$ cat src/rtl/eth_sw_pkg.sv
// rtl/eth_sw_pkg.sv - shared types and defaults for the two-port packet switch
package eth_sw_pkg;

    typedef logic [31:0] eth_word_t;

    typedef struct packed {
        logic      eop;
        eth_word_t data;
    } fifo_entry_t;

    typedef enum logic [1:0] {IDLE, SEND, GAP} egress_state_e;
    typedef enum logic {PORT_A, PORT_B} port_sel_e;

    localparam eth_word_t ADDR_A_DEF        = 32'hA0A0_A0A0;
    localparam eth_word_t ADDR_B_DEF        = 32'hB0B0_B0B0;
    localparam int        FIFO_DEPTH_DEF    = 32;
    localparam int        MAX_PKT_WORDS_DEF = 16;

    function automatic port_sel_e other_port(input port_sel_e p);
        return (p == PORT_A) ? PORT_B : PORT_A;
    endfunction

endpackage

$ cat src/rtl/eth_pkt_fifo.sv
// rtl/eth_pkt_fifo.sv - ingress framing, admission, truncation and packet storage
module eth_pkt_fifo
    import eth_sw_pkg::*;
#(
    parameter eth_word_t ADDR_A        = ADDR_A_DEF,
    parameter eth_word_t ADDR_B        = ADDR_B_DEF,
    parameter int        FIFO_DEPTH    = FIFO_DEPTH_DEF,
    parameter int        MAX_PKT_WORDS = MAX_PKT_WORDS_DEF
) (
    input  logic        clk,
    input  logic        rst_n,
    input  logic        in_valid,
    input  logic [31:0] in_data,
    input  logic        pop,
    output logic [32:0] head_entry,
    output logic [31:0] head_dest,
    output logic        pkt_avail,
    output logic        drop
);

    localparam int AW = $clog2(FIFO_DEPTH);
    localparam int WW = $clog2(MAX_PKT_WORDS + 1);
    localparam logic [AW:0]   DEPTH_C = (AW + 1)'(FIFO_DEPTH);
    localparam logic [AW:0]   MAX_C   = (AW + 1)'(MAX_PKT_WORDS);
    localparam logic [WW-1:0] MAX_W   = WW'(MAX_PKT_WORDS);

    eth_word_t     mem_data [FIFO_DEPTH];
    logic          mem_eop  [FIFO_DEPTH];
    logic [AW:0]   wr_ptr, rd_ptr, pkt_cnt, used, free;
    logic [WW-1:0] wcnt;
    logic          prev_valid, storing;
    logic          sop, admit, wr_en, wr_eop, commit, pop_eop;

    assign used = wr_ptr - rd_ptr;
    assign free = DEPTH_C - used;

    always_comb begin
        sop     = in_valid & ~prev_valid;
        admit   = sop & ((in_data == ADDR_A) | (in_data == ADDR_B)) & (free >= MAX_C);
        wr_en   = admit | (in_valid & prev_valid & storing & (wcnt < MAX_W));
        wr_eop  = admit ? (MAX_PKT_WORDS == 1) : (wcnt == MAX_W - 1'b1);
        commit  = ~in_valid & prev_valid & storing;
        pop_eop = pop & mem_eop[rd_ptr[AW-1:0]];
        drop    = sop & ~admit;
    end

    // The true last word is only known once valid drops, so its eop bit is patched at commit.
    always_ff @(posedge clk) begin
        if (wr_en) begin
            mem_data[wr_ptr[AW-1:0]] <= in_data;
            mem_eop[wr_ptr[AW-1:0]]  <= wr_eop;
        end else if (commit) begin
            mem_eop[wr_ptr[AW-1:0] - 1'b1] <= 1'b1;
        end
    end

    // prev_valid resets high so a packet already in progress at reset release is ignored.
    always_ff @(posedge clk or negedge rst_n) begin
        if (!rst_n) begin
            wr_ptr     <= '0;
            rd_ptr     <= '0;
            pkt_cnt    <= '0;
            wcnt       <= '0;
            prev_valid <= 1'b1;
            storing    <= 1'b0;
        end else begin
            prev_valid <= in_valid;
            if (wr_en) wr_ptr <= wr_ptr + 1'b1;
            if (pop)   rd_ptr <= rd_ptr + 1'b1;
            if (admit) begin
                storing <= 1'b1;
                wcnt    <= WW'(1);
            end else if (wr_en) begin
                wcnt <= wcnt + 1'b1;
            end
            if (commit) storing <= 1'b0;
            case ({commit, pop_eop})
                2'b10:   pkt_cnt <= pkt_cnt + 1'b1;
                2'b01:   pkt_cnt <= pkt_cnt - 1'b1;
                default: pkt_cnt <= pkt_cnt;
            endcase
        end
    end

    assign head_entry = {mem_eop[rd_ptr[AW-1:0]], mem_data[rd_ptr[AW-1:0]]};
    assign head_dest  = mem_data[rd_ptr[AW-1:0]];
    assign pkt_avail  = (pkt_cnt != '0);

endmodule

$ cat src/rtl/eth_switch_2p.sv
// rtl/eth_switch_2p.sv - two-port store-and-forward switch with round-robin egress
module eth_switch_2p
    import eth_sw_pkg::*;
#(
    parameter eth_word_t ADDR_A        = ADDR_A_DEF,
    parameter eth_word_t ADDR_B        = ADDR_B_DEF,
    parameter int        FIFO_DEPTH    = FIFO_DEPTH_DEF,
    parameter int        MAX_PKT_WORDS = MAX_PKT_WORDS_DEF
) (
    input  logic        clk,
    input  logic        rst_n,
    input  logic        Ain,
    input  logic [31:0] inDataA,
    input  logic        Bin,
    input  logic [31:0] inDataB,
    output logic        Aout,
    output logic [31:0] outDataA,
    output logic        Bout,
    output logic [31:0] outDataB,
    output logic [15:0] drop_cnt_a,
    output logic [15:0] drop_cnt_b
);

    logic [1:0]    pop, pkt_avail, drop, head_eop, busy, gnt_v, contend, load;
    eth_word_t     head_data [2];
    eth_word_t     head_dest [2];
    eth_word_t     port_addr [2];
    logic [1:0]    cand      [2];
    egress_state_e state_q   [2];
    egress_state_e state_d   [2];
    port_sel_e     sel_q     [2];
    port_sel_e     rr_q      [2];
    port_sel_e     gnt       [2];
    port_sel_e     src       [2];
    logic          out_v     [2];
    eth_word_t     out_d     [2];
    logic [15:0]   dcnt      [2];

    assign port_addr[0] = ADDR_A;
    assign port_addr[1] = ADDR_B;

    for (genvar f = 0; f < 2; f++) begin : g_ing
        fifo_entry_t entry;
        eth_pkt_fifo #(
            .ADDR_A(ADDR_A), .ADDR_B(ADDR_B),
            .FIFO_DEPTH(FIFO_DEPTH), .MAX_PKT_WORDS(MAX_PKT_WORDS)
        ) u_fifo (
            .clk(clk), .rst_n(rst_n),
            .in_valid((f == 0) ? Ain : Bin),
            .in_data((f == 0) ? inDataA : inDataB),
            .pop(pop[f]), .head_entry(entry), .head_dest(head_dest[f]),
            .pkt_avail(pkt_avail[f]), .drop(drop[f])
        );
        assign head_eop[f]  = entry.eop;
        assign head_data[f] = entry.data;
    end

    // A FIFO mid-burst is hidden from the other egress: its head is a payload word, not a destination.
    always_comb begin
        busy = '0;
        for (int p = 0; p < 2; p++) begin
            if (state_q[p] == SEND) busy[sel_q[p]] = 1'b1;
        end
        for (int p = 0; p < 2; p++) begin
            for (int f = 0; f < 2; f++) begin
                cand[p][f] = pkt_avail[f] & ~busy[f] & (head_dest[f] == port_addr[p]);
            end
            contend[p] = &cand[p];
            gnt_v[p]   = |cand[p];
            gnt[p]     = contend[p] ? rr_q[p] : (cand[p][0] ? PORT_A : PORT_B);
        end
    end

    always_comb begin
        for (int p = 0; p < 2; p++) begin
            state_d[p] = state_q[p];
            case (state_q[p])
                IDLE:    if (gnt_v[p]) state_d[p] = head_eop[gnt[p]] ? GAP : SEND;
                SEND:    if (head_eop[sel_q[p]]) state_d[p] = GAP;
                GAP:     state_d[p] = IDLE;
                default: state_d[p] = IDLE;
            endcase
        end
    end

    always_comb begin
        pop = '0;
        for (int p = 0; p < 2; p++) begin
            src[p]  = (state_q[p] == IDLE) ? gnt[p] : sel_q[p];
            load[p] = ((state_q[p] == IDLE) & gnt_v[p]) | (state_q[p] == SEND);
            if (load[p]) pop[src[p]] = 1'b1;
        end
    end

    // Round-robin pointer only moves on a contended grant.
    always_ff @(posedge clk or negedge rst_n) begin
        if (!rst_n) begin
            for (int p = 0; p < 2; p++) begin
                state_q[p] <= IDLE;
                sel_q[p]   <= PORT_A;
                rr_q[p]    <= PORT_A;
            end
        end else begin
            for (int p = 0; p < 2; p++) begin
                state_q[p] <= state_d[p];
                if ((state_q[p] == IDLE) && gnt_v[p]) sel_q[p] <= gnt[p];
                if ((state_q[p] == IDLE) && contend[p]) rr_q[p] <= other_port(gnt[p]);
            end
        end
    end

    always_ff @(posedge clk or negedge rst_n) begin
        if (!rst_n) begin
            for (int p = 0; p < 2; p++) begin
                out_v[p] <= 1'b0;
                out_d[p] <= '0;
                dcnt[p]  <= '0;
            end
        end else begin
            for (int p = 0; p < 2; p++) begin
                out_v[p] <= load[p];
                out_d[p] <= load[p] ? head_data[src[p]] : '0;
                if (drop[p] && (dcnt[p] != 16'hFFFF)) dcnt[p] <= dcnt[p] + 1'b1;
            end
        end
    end

    assign Aout       = out_v[0];
    assign outDataA   = out_d[0];
    assign Bout       = out_v[1];
    assign outDataB   = out_d[1];
    assign drop_cnt_a = dcnt[0];
    assign drop_cnt_b = dcnt[1];

endmodule

$ cat config.mk
export PLATFORM = sky130hd
export DESIGN_NAME = eth_switch_2p
export DESIGN_NICKNAME = d
export VERILOG_FILES = /design/src/rtl/eth_sw_pkg.sv /design/src/rtl/eth_pkt_fifo.sv /design/src/rtl/eth_switch_2p.sv
export SDC_FILE = /design/constraint.sdc
export NUM_CORES = 2
export LEC_CHECK = 0
export ABC_AREA = 1
export CORE_MARGIN = 3
export CORE_UTILIZATION = 35
export DETAILED_ROUTE_END_ITERATION = 10
export GPL_TIMING_DRIVEN = 0
export SKIP_LAST_GASP = 1
export SYNTH_ARGS = -nofsm -noshare
export SYNTH_HDL_FRONTEND = slang
export SYNTH_SLANG_ARGS = --single-unit
$ cat constraint.sdc
create_clock -name clk -period 11.79 [get_ports clk]
set_input_delay 1.179 -clock clk [delete_from_list [all_inputs] [get_ports clk]]
set_output_delay 1.179 -clock clk [all_outputs]
set_load 0.01 [all_outputs]
==> results.rst <==
.. list-table::
   :header-rows: 1

   * - Metric
     - Value
   * - TritonRoute pass-1 iters
     - 7
   * - Quantity of hold-fixing buffers added after cts
     - 0
   * - Worst setup EP type
     - register
   * - Buffers added on ports
     - 165
   * - # Max-Cap Violations
     - 2
   * - Die height
     - 523.9 microns
   * - Fin crit period
     - 7579 ps
   * - Result of the run
     - finished, violations left
   * - Vias per Instance
     - 5.641
   * - Multiplexer area fraction after synthesis
     - 0
   * - Placer congestion estimate
     - 0.9496
   * - Final net count
     - 8911
   * - Max-Slew Margin vs Limit
     - -0.06237
   * - Ratio of cells with drive above 1 in the final layout
     - 0.09472
   * - Cell type with the highest occurrence count on the critical path
     - nand2_1
   * - Number of design-rule violations left by the first detailed-router iteration
     - 11320
   * - Antenna violation net count after detailed routing
     - 0
   * - Most common cell after layout, fill and taps aside
     - edfxtp_1
   * - Number of buffers created by CTS
     - 241
   * - Area overhead of the layout relative to synthesis
     - 17.12%
   * - Share of the synthesized area in compound gates (AO/OA/AOI/OAI)
     - 0.05219
   * - Data required time at the worst endpoint
     - 12570 ps
   * - Post-layout worst setup margin
     - 4211 ps
   * - Total number of vias
     - 70780
   * - H-tree Lvls
     - 4
   * - Hold slack
     - 192.8 ps
   * - Sequential share of the synthesized area
     - 0.7173
   * - Number of placement rows
     - 189
   * - Initial core utilization
     - 0.3528
   * - CTS Buffer Depth
     - 4
   * - Power after layout
     - 17.36 mW
   * - Global-route total usage across every layer
     - 0.2641
   * - Unrepaired setup endpoints after global routing
     - no
   * - Adder and majority gate portion of the synthesized area
     - 0.006025
   * - Ratio of final minimum period to clock period
     - 0.6428
   * - Achievable clock frequency
     - 132.0 MHz
   * - Hold violation count in the final report
     - 0
   * - Insertion delay of the later-clocked pin in the worst-skew pair
     - 920 ps
   * - Post-Layout Inst Area
     - 109900 sq um
   * - Cell type of the slowest stage on the worst timing path
     - nor2_1
   * - Syn Std Cell Area
     - 93870 sq um
   * - Post-Synthesis Mean Instance Area
     - 11.32 sq um
   * - Total cell area at the placement stage
     - 102300 sq um
   * - Share of synthesized cell area in and, or, nand and nor gates
     - 0.1821
   * - Async set-reset flop share out of synthesis
     - 0.06878
   * - Top fanout value on the critical path
     - 10
   * - Top-level I/O count
     - 166
   * - Worst slack at placement
     - 3992 ps
   * - Resized cells post-CTS
     - 0
   * - Fin. max-slew vios
     - 45
   * - Max IR drop VDD
     - 0.0001234 V
   * - Violations in the final reports
     - max-capacitance violations, max-slew violations
   * - Root buffer cell
     - clkbuf_16
   * - Synthesized netlist cell count
     - 8290
   * - Yosys warnings
     - 0
   * - Area leader, netlist
     - edfxtp_1
   * - Total wire length
     - 373700 microns
   * - Number of storage elements in the synthesis netlist
     - 2268
   * - Number of distinct library cells after synthesis
     - 41
   * - Leakage power summed over all cells
     - 40.22 nW
   * - Main combinational cell family by area after synthesis
     - simple AND/OR/NAND/NOR gates
   * - Vias in the first global route
     - 66380
   * - Total overflow reported by the global router
     - 0
   * - Endpoints failing setup
     - 0
   * - Syn_nets
     - 8402
   * - TritonCTS clock tree
     - yes
   * - Residual DRC
     - 0
   * - Power per Cell Area
     - 157.9 nW/um^2
   * - Hold WC Path Type
     - input port to async pin
   * - X dimension of the die
     - 523.9 microns
   * - Total clock sinks
     - 2268
   * - Maximum number of pins on one net before global-route repair
     - 100
   * - Count of flip-flops with a built-in enable after synthesis
     - 2112
   * - Wire length per cell
     - 29.79 microns
   * - Number of antenna violations at the first check in global routing
     - 22
   * - Data arrival time of the critical path
     - 8360 ps
   * - Worst setup SP type
     - register
   * - Area of the placeable core
     - 266000 sq um
   * - Top-area cell type share of the netlist area
     - 0.6757
   * - Prevailing post-synth register cell
     - edfxtp_1
   * - Buffers inserted by post-CTS timing repair
     - 0
   * - Critical setup path kind
     - register to register
   * - Top area cells in the synthesized netlist
     - edfxtp_1 68%, nand2_1 8.1%, nor2_1 4.8%
   * - Estimated wirelength of the detail-placed design
     - 251300 microns
   * - Global-route wire length before repair
     - 509500 microns
   * - Transition at the pin with the smallest max-transition slack
     - 1594 ps
   * - Slowest stage delay, CP
     - 830 ps
   * - Xor and xnor fraction of the mapped netlist area
     - 0.006438
   * - CTS clock-pin slew for the worst setup and hold paths
     - 60 ps
   * - Final setup skew
     - 81.12 ps
   * - Commonest cells after routing, fill and taps aside
     - 2112 x edfxtp_1, 2034 x nand2_1, 1136 x nor2_1
   * - Die area
     - 274400 sq um
[layer usage]
layer	vias to the layer above	wire [microns]	track usage
met1	34530	128200	0.3230
li1	29720	-	-
met4	12	30190	0.1775
met5	-	80	0
met2	5209	164700	0.4033
met3	1305	50510	0.07933
[worst max-delay path: cells and delay by family (launching register included)]
family	cells	cell delay, ps
AO/OA/AOI/OAI	5	840
adder cells (fa/ha/maj)	2	680
buffers and inverters	5	1510
AND/OR/NAND/NOR	16	3900
flip-flops	1	380
XOR/XNOR	1	130
[power breakdown]
group	switching, mW	internal (mW)	total [mW]
Clock	3.26	4.25	7.51
Combinational	0.598	0.214	0.812
Sequential	0.0926	8.95	9.04
Total	3.95	13.4	17.4
[cell families (layout without fill, tap and decap cells)]
kind of cell,count (synthesis),in the layout
AOI/OAI and AO/OA,923,923
xor gates and xnor gates,69,69
adders and majority gates,44,44
buffers and inverters,797,1502
DFF,2268,2268
other,0,18
and+or+nand+nor,4189,4189
[final cells by class]
type | count | area [sq um]
Multi-Input combinational cell | 5225 | 23640
Sequential cell | 2268 | 67330
Antenna cell | 18 | 45.04
Inverter | 339 | 1272
Clock buffer | 301 | 6379
Buffer | 458 | 2107
Fill cell | 24880 | 156100
Tap cell | 3533 | 4420
Clock inverter | 138 | 1232
Timing Repair Buffer | 266 | 3512
[state kept, by name, indices dropped and copies added, names as in the netlist]
name and flops:
g_ing.u_fifo.mem_data 2048, g_ing.u_fifo.mem_eop 64, outDataA 32, outDataB 32, drop_cnt_a 16, drop_cnt_b 16
g_ing.u_fifo.pkt_cnt 12, g_ing.u_fifo.rd_ptr 12, g_ing.u_fifo.wr_ptr 12, g_ing.u_fifo.wcnt 10, state_q 4, g_ing.u_fifo.prev_valid 2
g_ing.u_fifo.storing 2, rr_q 2, sel_q 2, Aout 1, Bout 1
[cells in the mapped netlist, types with 2 or more instances]
library cell / number
nor2_1: 1199
fa_1: 2
and3_1: 2
ha_1: 42
o21ai_1: 136
inv_1: 317
xnor2_1: 16
nand3b_1: 4
o31ai_1: 2
nand4_1: 57
a21oi_1: 145
o211ai_1: 82
clkinv_1: 7
dfstp_2: 2
o21ai_0: 522
inv_2: 15
or2_2: 14
a31oi_1: 4
clkbuf_1: 151
o22ai_1: 22
buf_2: 256
nor4_1: 15
dfrtp_1: 154
nor2_2: 3
o221ai_1: 8
nand3_2: 2
nand2_2: 8
nand3_1: 812
xor2_1: 53
buf_4: 16
nand2_1: 2034
buf_1: 34
edfxtp_1: 2112
nor3_1: 35
[through the flow]
| step | setup TNS, ps | std cells | utilization |
|---|---|---|---|
| floorplan | 0 | 8290 | - |
| global placement | -153880 | 11990 | 0.3757 |
| detailed placement | 0 | 12090 | 0.3845 |
| CTS | 0 | 12520 | 0.4131 |
| global route | 0 | 12540 | 0.4131 |
| finish | 0 | 12550 | 0.4132 |
[worst paths after layout]
path	slack, ps	end	startpoint	cells after the start
worst max-delay path	4210	g_ing[0].u_fifo.pkt_cnt[5]$_DFFE_PN0P_	g_ing[1].u_fifo.rd_ptr[2]$_DFFE_PN0N_	29
worst min-delay path	190	drop_cnt_a[6]$_DFFE_PN0P_	rst_n	1
worst max register to register	4210	g_ing[0].u_fifo.pkt_cnt[5]$_DFFE_PN0P_	g_ing[1].u_fifo.rd_ptr[2]$_DFFE_PN0N_	29
worst min register to register	480	rr_q[1]$_DFFE_PN0P_	rr_q[1]$_DFFE_PN0P_	1
max in group asynchronous	10560	outDataA[26]$_DFF_PN0_	rst_n	2
min in group clk	480	rr_q[1]$_DFFE_PN0P_	rr_q[1]$_DFFE_PN0P_	1
No activity file was read; power rests on OpenSTA's default activity.
